### config.mk
export PLATFORM = sky130hd
export DESIGN_NAME = instr_encoder
export DESIGN_NICKNAME = d
export VERILOG_FILES = /design/src/rtl/instr_enc_pkg.sv /design/src/rtl/instr_enc_fifo.sv /design/src/rtl/instr_encoder.sv
export SDC_FILE = /design/constraint.sdc
export NUM_CORES = 1
export LEC_CHECK = 0
export ABC_AREA = 1
export BUFFER_PORTS_ARGS = -buffer_cell sky130_fd_sc_hd__buf_4
export CAP_MARGIN = 10
export CORE_MARGIN = 5
export CORE_UTILIZATION = 61
export DETAILED_ROUTE_END_ITERATION = 16
export PLACE_DENSITY_LB_ADDON = 0.15
export SLEW_MARGIN = 20
export SYNTH_ARGS = -nofsm -noshare
export SYNTH_HDL_FRONTEND = slang
export SYNTH_SLANG_ARGS = --single-unit
### constraint.sdc
create_clock -name clk -period 4.1 [get_ports clk]
set_input_delay 0.615 -clock clk [delete_from_list [all_inputs] [get_ports clk]]
set_output_delay 0.615 -clock clk [all_outputs]
set_load 0.03 [all_outputs]
### src/rtl/instr_enc_pkg.sv
// Shared encoding constants for the instruction encoder.
// ALU-op codes match the controller decode; opcode/funct per MIPS.
package instr_enc_pkg;

  localparam logic [3:0] ALU_ADD  = 4'b0000;
  localparam logic [3:0] ALU_SUB  = 4'b0001;
  localparam logic [3:0] ALU_MUL  = 4'b0010;
  localparam logic [3:0] ALU_AND  = 4'b0011;
  localparam logic [3:0] ALU_OR   = 4'b0100;
  localparam logic [3:0] ALU_SLT  = 4'b0101;
  localparam logic [3:0] ALU_ADDI = 4'b0110;
  localparam logic [3:0] ALU_SLL  = 4'b1000;
  localparam logic [3:0] ALU_SRL  = 4'b1001;
  localparam logic [3:0] ALU_ROT  = 4'b1010;
  localparam logic [3:0] ALU_CLO  = 4'b1011;
  localparam logic [3:0] ALU_CLZ  = 4'b1100;

  localparam logic [5:0] OPC_RTYPE    = 6'b000000;
  localparam logic [5:0] OPC_SPECIAL2 = 6'b011100;
  localparam logic [5:0] OPC_ADDI     = 6'b001000;

  localparam logic [5:0] FUNCT_ADD = 6'b100000;
  localparam logic [5:0] FUNCT_SUB = 6'b100010;
  localparam logic [5:0] FUNCT_AND = 6'b100100;
  localparam logic [5:0] FUNCT_OR  = 6'b100101;
  localparam logic [5:0] FUNCT_SLT = 6'b101010;
  localparam logic [5:0] FUNCT_SLL = 6'b000000;
  localparam logic [5:0] FUNCT_SRL = 6'b000010;
  localparam logic [5:0] FUNCT_CLO = 6'b100001;
  localparam logic [5:0] FUNCT_CLZ = 6'b100000;
  localparam logic [5:0] FUNCT_MUL = 6'b000010;
  localparam logic [5:0] FUNCT_ROT = 6'b000110;

endpackage

### src/rtl/instr_enc_fifo.sv
// DEPTH x W synchronous FIFO; rdData reads 0 when empty.
// Ports: push/wrData in, pop in, rdData out, full/empty out.
module instr_enc_fifo #(
  parameter int DEPTH = 4,
  parameter int W     = 32
) (
  input  logic         clk,
  input  logic         rst_n,
  input  logic         push,
  input  logic [W-1:0] wrData,
  input  logic         pop,
  output logic [W-1:0] rdData,
  output logic         full,
  output logic         empty
);

  localparam int AW = $clog2(DEPTH);
  localparam int CW = AW + 1;

  logic [W-1:0]  mem [DEPTH];
  logic [AW-1:0] wrPtr;
  logic [AW-1:0] rdPtr;
  logic [CW-1:0] cnt;
  logic          doPush;
  logic          doPop;

  assign full   = (cnt == CW'(DEPTH));
  assign empty  = (cnt == '0);
  assign doPush = push && !full;
  assign doPop  = pop && !empty;
  assign rdData = empty ? '0 : mem[rdPtr];

  always_ff @(posedge clk) begin
    if (doPush) mem[wrPtr] <= wrData;
  end

  // power-of-two depth: pointers wrap by overflow
  always_ff @(posedge clk or negedge rst_n) begin
    if (!rst_n) begin
      wrPtr <= '0;
      rdPtr <= '0;
      cnt   <= '0;
    end else begin
      if (doPush) wrPtr <= wrPtr + AW'(1);
      if (doPop)  rdPtr <= rdPtr + AW'(1);
      unique case ({doPush, doPop})
        2'b10:   cnt <= cnt + CW'(1);
        2'b01:   cnt <= cnt - CW'(1);
        default: cnt <= cnt;
      endcase
    end
  end

endmodule

### src/rtl/instr_encoder.sv
// Encodes ALU-op requests into MIPS words, buffered in a FIFO.
// Ports: in_* request (valid/ready), out_* word (valid/ready),
// err pulse and err_count (counter built with INSTR_ENC_ERRCNT_EN).
module instr_encoder
  import instr_enc_pkg::*;
#(
  parameter int DEPTH = 4,
  parameter int CNT_W = 8
) (
  input  logic             clk,
  input  logic             rst_n,
  input  logic             in_valid,
  output logic             in_ready,
  input  logic [3:0]       in_alu_op,
  input  logic [4:0]       in_rs,
  input  logic [4:0]       in_rt,
  input  logic [4:0]       in_rd,
  input  logic [4:0]       in_shamt,
  input  logic [15:0]      in_imm,
  output logic             out_valid,
  input  logic             out_ready,
  output logic [31:0]      out_instr,
  output logic             err,
  output logic [CNT_W-1:0] err_count
);

  function automatic logic [31:0] pack(
    input logic [5:0] opc,
    input logic [4:0] rs,
    input logic [4:0] rt,
    input logic [4:0] rd,
    input logic [4:0] sh,
    input logic [5:0] fn
  );
    return {opc, rs, rt, rd, sh, fn};
  endfunction

  logic [31:0] encWord;
  logic        encOk;
  logic        accept;
  logic        illegalAcc;
  logic        full;
  logic        empty;

  always_comb begin
    encWord = '0;
    encOk   = 1'b1;
    unique case (in_alu_op)
      ALU_ADD:  encWord = pack(OPC_RTYPE, in_rs, in_rt, in_rd, 5'd0, FUNCT_ADD);
      ALU_SUB:  encWord = pack(OPC_RTYPE, in_rs, in_rt, in_rd, 5'd0, FUNCT_SUB);
      ALU_AND:  encWord = pack(OPC_RTYPE, in_rs, in_rt, in_rd, 5'd0, FUNCT_AND);
      ALU_OR:   encWord = pack(OPC_RTYPE, in_rs, in_rt, in_rd, 5'd0, FUNCT_OR);
      ALU_SLT:  encWord = pack(OPC_RTYPE, in_rs, in_rt, in_rd, 5'd0, FUNCT_SLT);
      ALU_SLL:  encWord = pack(OPC_RTYPE, 5'd0, in_rt, in_rd, in_shamt, FUNCT_SLL);
      ALU_SRL:  encWord = pack(OPC_RTYPE, 5'd0, in_rt, in_rd, in_shamt, FUNCT_SRL);
      ALU_CLO:  encWord = pack(OPC_SPECIAL2, in_rs, in_rt, in_rd, 5'd0, FUNCT_CLO);
      ALU_CLZ:  encWord = pack(OPC_SPECIAL2, in_rs, in_rt, in_rd, 5'd0, FUNCT_CLZ);
      ALU_MUL:  encWord = pack(OPC_SPECIAL2, in_rs, in_rt, in_rd, 5'd0, FUNCT_MUL);
      ALU_ROT:  encWord = pack(OPC_SPECIAL2, 5'd0, in_rt, in_rd, in_shamt, FUNCT_ROT);
      ALU_ADDI: encWord = {OPC_ADDI, in_rs, in_rt, in_imm};
      default:  encOk   = 1'b0;
    endcase
  end

  assign in_ready   = !full;
  assign accept     = in_valid && in_ready;
  assign illegalAcc = accept && !encOk;
  assign out_valid  = !empty;

  instr_enc_fifo #(
    .DEPTH (DEPTH),
    .W     (32)
  ) uFifo (
    .clk    (clk),
    .rst_n  (rst_n),
    .push   (accept && encOk),
    .wrData (encWord),
    .pop    (out_ready),
    .rdData (out_instr),
    .full   (full),
    .empty  (empty)
  );

  always_ff @(posedge clk or negedge rst_n) begin
    if (!rst_n) err <= 1'b0;
    else        err <= illegalAcc;
  end

`ifdef INSTR_ENC_ERRCNT_EN
  logic [CNT_W-1:0] errCnt;

  always_ff @(posedge clk or negedge rst_n) begin
    if (!rst_n) begin
      errCnt <= '0;
    end else if (illegalAcc && errCnt != '1) begin
      errCnt <= errCnt + CNT_W'(1);
    end
  end

  assign err_count = errCnt;
`else
  assign err_count = '0;
`endif

endmodule

==> out/results.ini <==
[setup_path]
worstSetupEndpointType = output port
r2r-end = uFifo.mem[3][0]
path_buf_inv = 2
crit_arrival_ns = 2.37
cpMaxStageDelayCell = inv_2
worstPathCellList = inv_2 -> nand2_1 -> nand2_1 -> nand2_1 -> a21oi_1 -> buf_4
crit_family = buffers and inverters
start_kind = register
path_max_fanout = 58
critical_path_class = reg2out
r2r_cells = 5
timing.rr.start = uFifo.cnt[0]
path_common_cell = nand2_1
required_ns = 3.48
max_stage_delay_ns = 0.68
r2r_slack_ns = 1.77

[detailed_routing]
wl_microns = 11700
drtAntennaViolNets = 0
drc = 0
via_per_inst = 5.38
drt_iter0_markers = 278
first_pass_iters = 5
via_count = 3888
avgRoutedWirePerCell_microns = 16.2

[logic_synthesis]
ys_dominant_reg_cell = edfxtp_1
ys_ff_latch = 120
syn_avg_cell_area_sq_um = 10.3
syn-cell-area_sq_mm = 0.00537
synthCells = 524
seq_area_frac_synth_pct = 66.3
synth_enable_flop_cells = 112
ys_types = 27
synthArstFlopShare_pct = 6.67
yosysWarnings = 0

[placement]
dp_cells = 691
finalWeightedCongestion = 0.877
portBuffers = 75
dp.final_hpwl_microns = 6770

[finish]
final_cell_mix = nand2_1, edfxtp_1, buf_4
fillers = 576
final_common_cell = nand2_1
layout-drive-gt1-share_pct = 20.3
syn2layout_area_growth_pct = 22.0
final_core_util_pct = 75.9
fin_cells = 723
nets = 653
ff_latch_area_sq_mm = 0.00356
multi_input_area_sq_mm = 0.00150
antennaDiodeCount = 0

[clocking]
clk_pin_slew_worst_paths_ns = 0.05
cts_tree = yes
cts.sinks = 120
clockBufferDepth = 2
postCtsSetupBuffers = 0
ctsHoldBuffers = 1
clock_latency_ns = 0.50
htree_levels = 4
cts_resized = 0
cts_buffers = 17
clockRootBuffer = clkbuf_8

[status]
status = finished clean

[floorplan]
num_rows = 34
die_height_microns = 104
initial_utilization_pct = 62.2
fp.dieW_microns = 104
io_pins = 87
die_area_sq_mm = 0.0108
core_sq_mm = 0.00864

[run]
cap_viol_max_count = 0

[timing]
setup_violations = 0
post-route-period-util_pct = 72.9
clock.fmax_mhz = 335
slew_viol_final = 0
finalCriticalPeriod_ns = 2.99
fin_tns_setup_ns = 0
slew_headroom_pct = 36.4
tightest_slew_ns = 0.953
hold_viol_final = 0
fin_skew_ns = 0.00416
rsz0062_at_grt = false

[min_path]
min_path_cells = 3
hp-class = in2reg
min_from = out_ready
hold-path-endpoint = uFifo.rdPtr[0]

[pwr]
leakagePower_nw = 2.80
powerDensity_mw_per_mm2 = 790
vdd_drop_max_v = 0.000460

[global_routing]
grt.total_usage_pct = 22.0
grt_overflow = 0
grt_max_degree = 59
grt_antenna_before_repair = 0
grt_pass1_wl_microns = 18900
grt_pass1_vias = 3872

==> through the flow <==
step	setup WS [ns]	hold WS (ns)	instance area (sq um)	power, mW
2_1_floorplan	1.46	0.319	5410	3.10
3_3_place_gp	1.52	0.440	5970	3.72
3_5_place_dp	1.48	0.442	5970	3.76
4_1_cts	1.07	0.439	6560	5.20
5_1_grt	0.942	0.450	6560	5.45
6_report	1.11	0.454	6560	5.18
==> layout make-up <==
type / instances / area share [%]
Sequential cell: 120 / 54.4
Multi-Input combinational cell: 339 / 22.9
Timing Repair Buffer: 83 / 9.54
Clock buffer: 17 / 6.32
Clock inverter: 14 / 2.42
Inverter: 42 / 2.41
Tap cell: 108 / 2.06
==> power breakdown <==
group | leakage (nW) | internal (mW) | total (mW) | switching (mW)
clock | 0.277 | 0.914 | 1.42 | 0.506
combinational | 1.39 | 0.656 | 2.11 | 1.46
sequential | 1.13 | 1.58 | 1.65 | 0.0672
total | 2.80 | 3.15 | 5.18 | 2.03
==> how the worst max path moves through the flow <==
stage,from,to,slack (ns),depth (start not counted)
final,uFifo.rdPtr[0],out_instr[11],1.11,6
after global routing,uFifo.rdPtr[0],out_instr[2],0.94,6
after CTS,uFifo.rdPtr[0],out_instr[11],1.07,6
after detailed placement,in_alu_op[1],uFifo.mem[3][1],1.48,7
after global placement,in_alu_op[1],uFifo.mem[3][8],1.52,7
after floorplan,in_alu_op[1],uFifo.mem[0][0],1.46,5
==> cell families (layout without fill, tap and decap cells) <==
logic type / Yosys count / after routing / share of synthesized area [%]
other: 1 / 11 / 0.0698
xor gates and xnor gates: 3 / 3 / 0.489
DFF: 120 / 120 / 66.3
adders and majority gates: 6 / 6 / 1.54
and+or+nand+nor: 252 / 252 / 18.6
AOI/OAI and AO/OA: 67 / 67 / 6.33
buffers and inverters: 75 / 156 / 6.68
==> registers in the layout, indices dropped and copies added (netlist names) <==
register     flops
err              1
uFifo.mem      112
uFifo.wrPtr      2
uFifo.cnt        3
uFifo.rdPtr      2
==> metal layers <==
metal	track usage (%)	up-vias	routed length, microns	share of wire (%)
li1	-	1864	-	-
met1	28.3	1829	4830	41
met2	35.7	169	5890	50
met3	5.28	26	763	6.5
met4	9.81	0	239	2.0
met5	0	-	0	0
==> synth_stat cells (2+ instances only) <==
library cell / number / area share [%]
a21oi_1: 30 / 2.8
buf_2: 11 / 1.0
buf_4: 17 / 2.4
clkbuf_1: 4 / 0.28
dfrtp_1: 8 / 3.7
edfxtp_1: 112 / 63
ha_1: 5 / 1.2
inv_1: 40 / 2.8
inv_2: 2 / 0.14
nand2_1: 154 / 11
nand2_2: 3 / 0.35
nand3_1: 11 / 1.0
nand4_1: 3 / 0.35
nor2_1: 77 / 5.4
o21ai_0: 34 / 3.2
xor2_1: 2 / 0.33
==> worst reg2reg max path: cells and delay by family (launching register included) <==
family / cells / cell delay (ns)
buffers and inverters: 1 / 0.38
DFF: 1 / 0.39
and+or+nand+nor: 3 / 0.93
AOI/OAI and AO/OA: 1 / 0.31
Note: power is estimated with default switching activity, not from simulation.
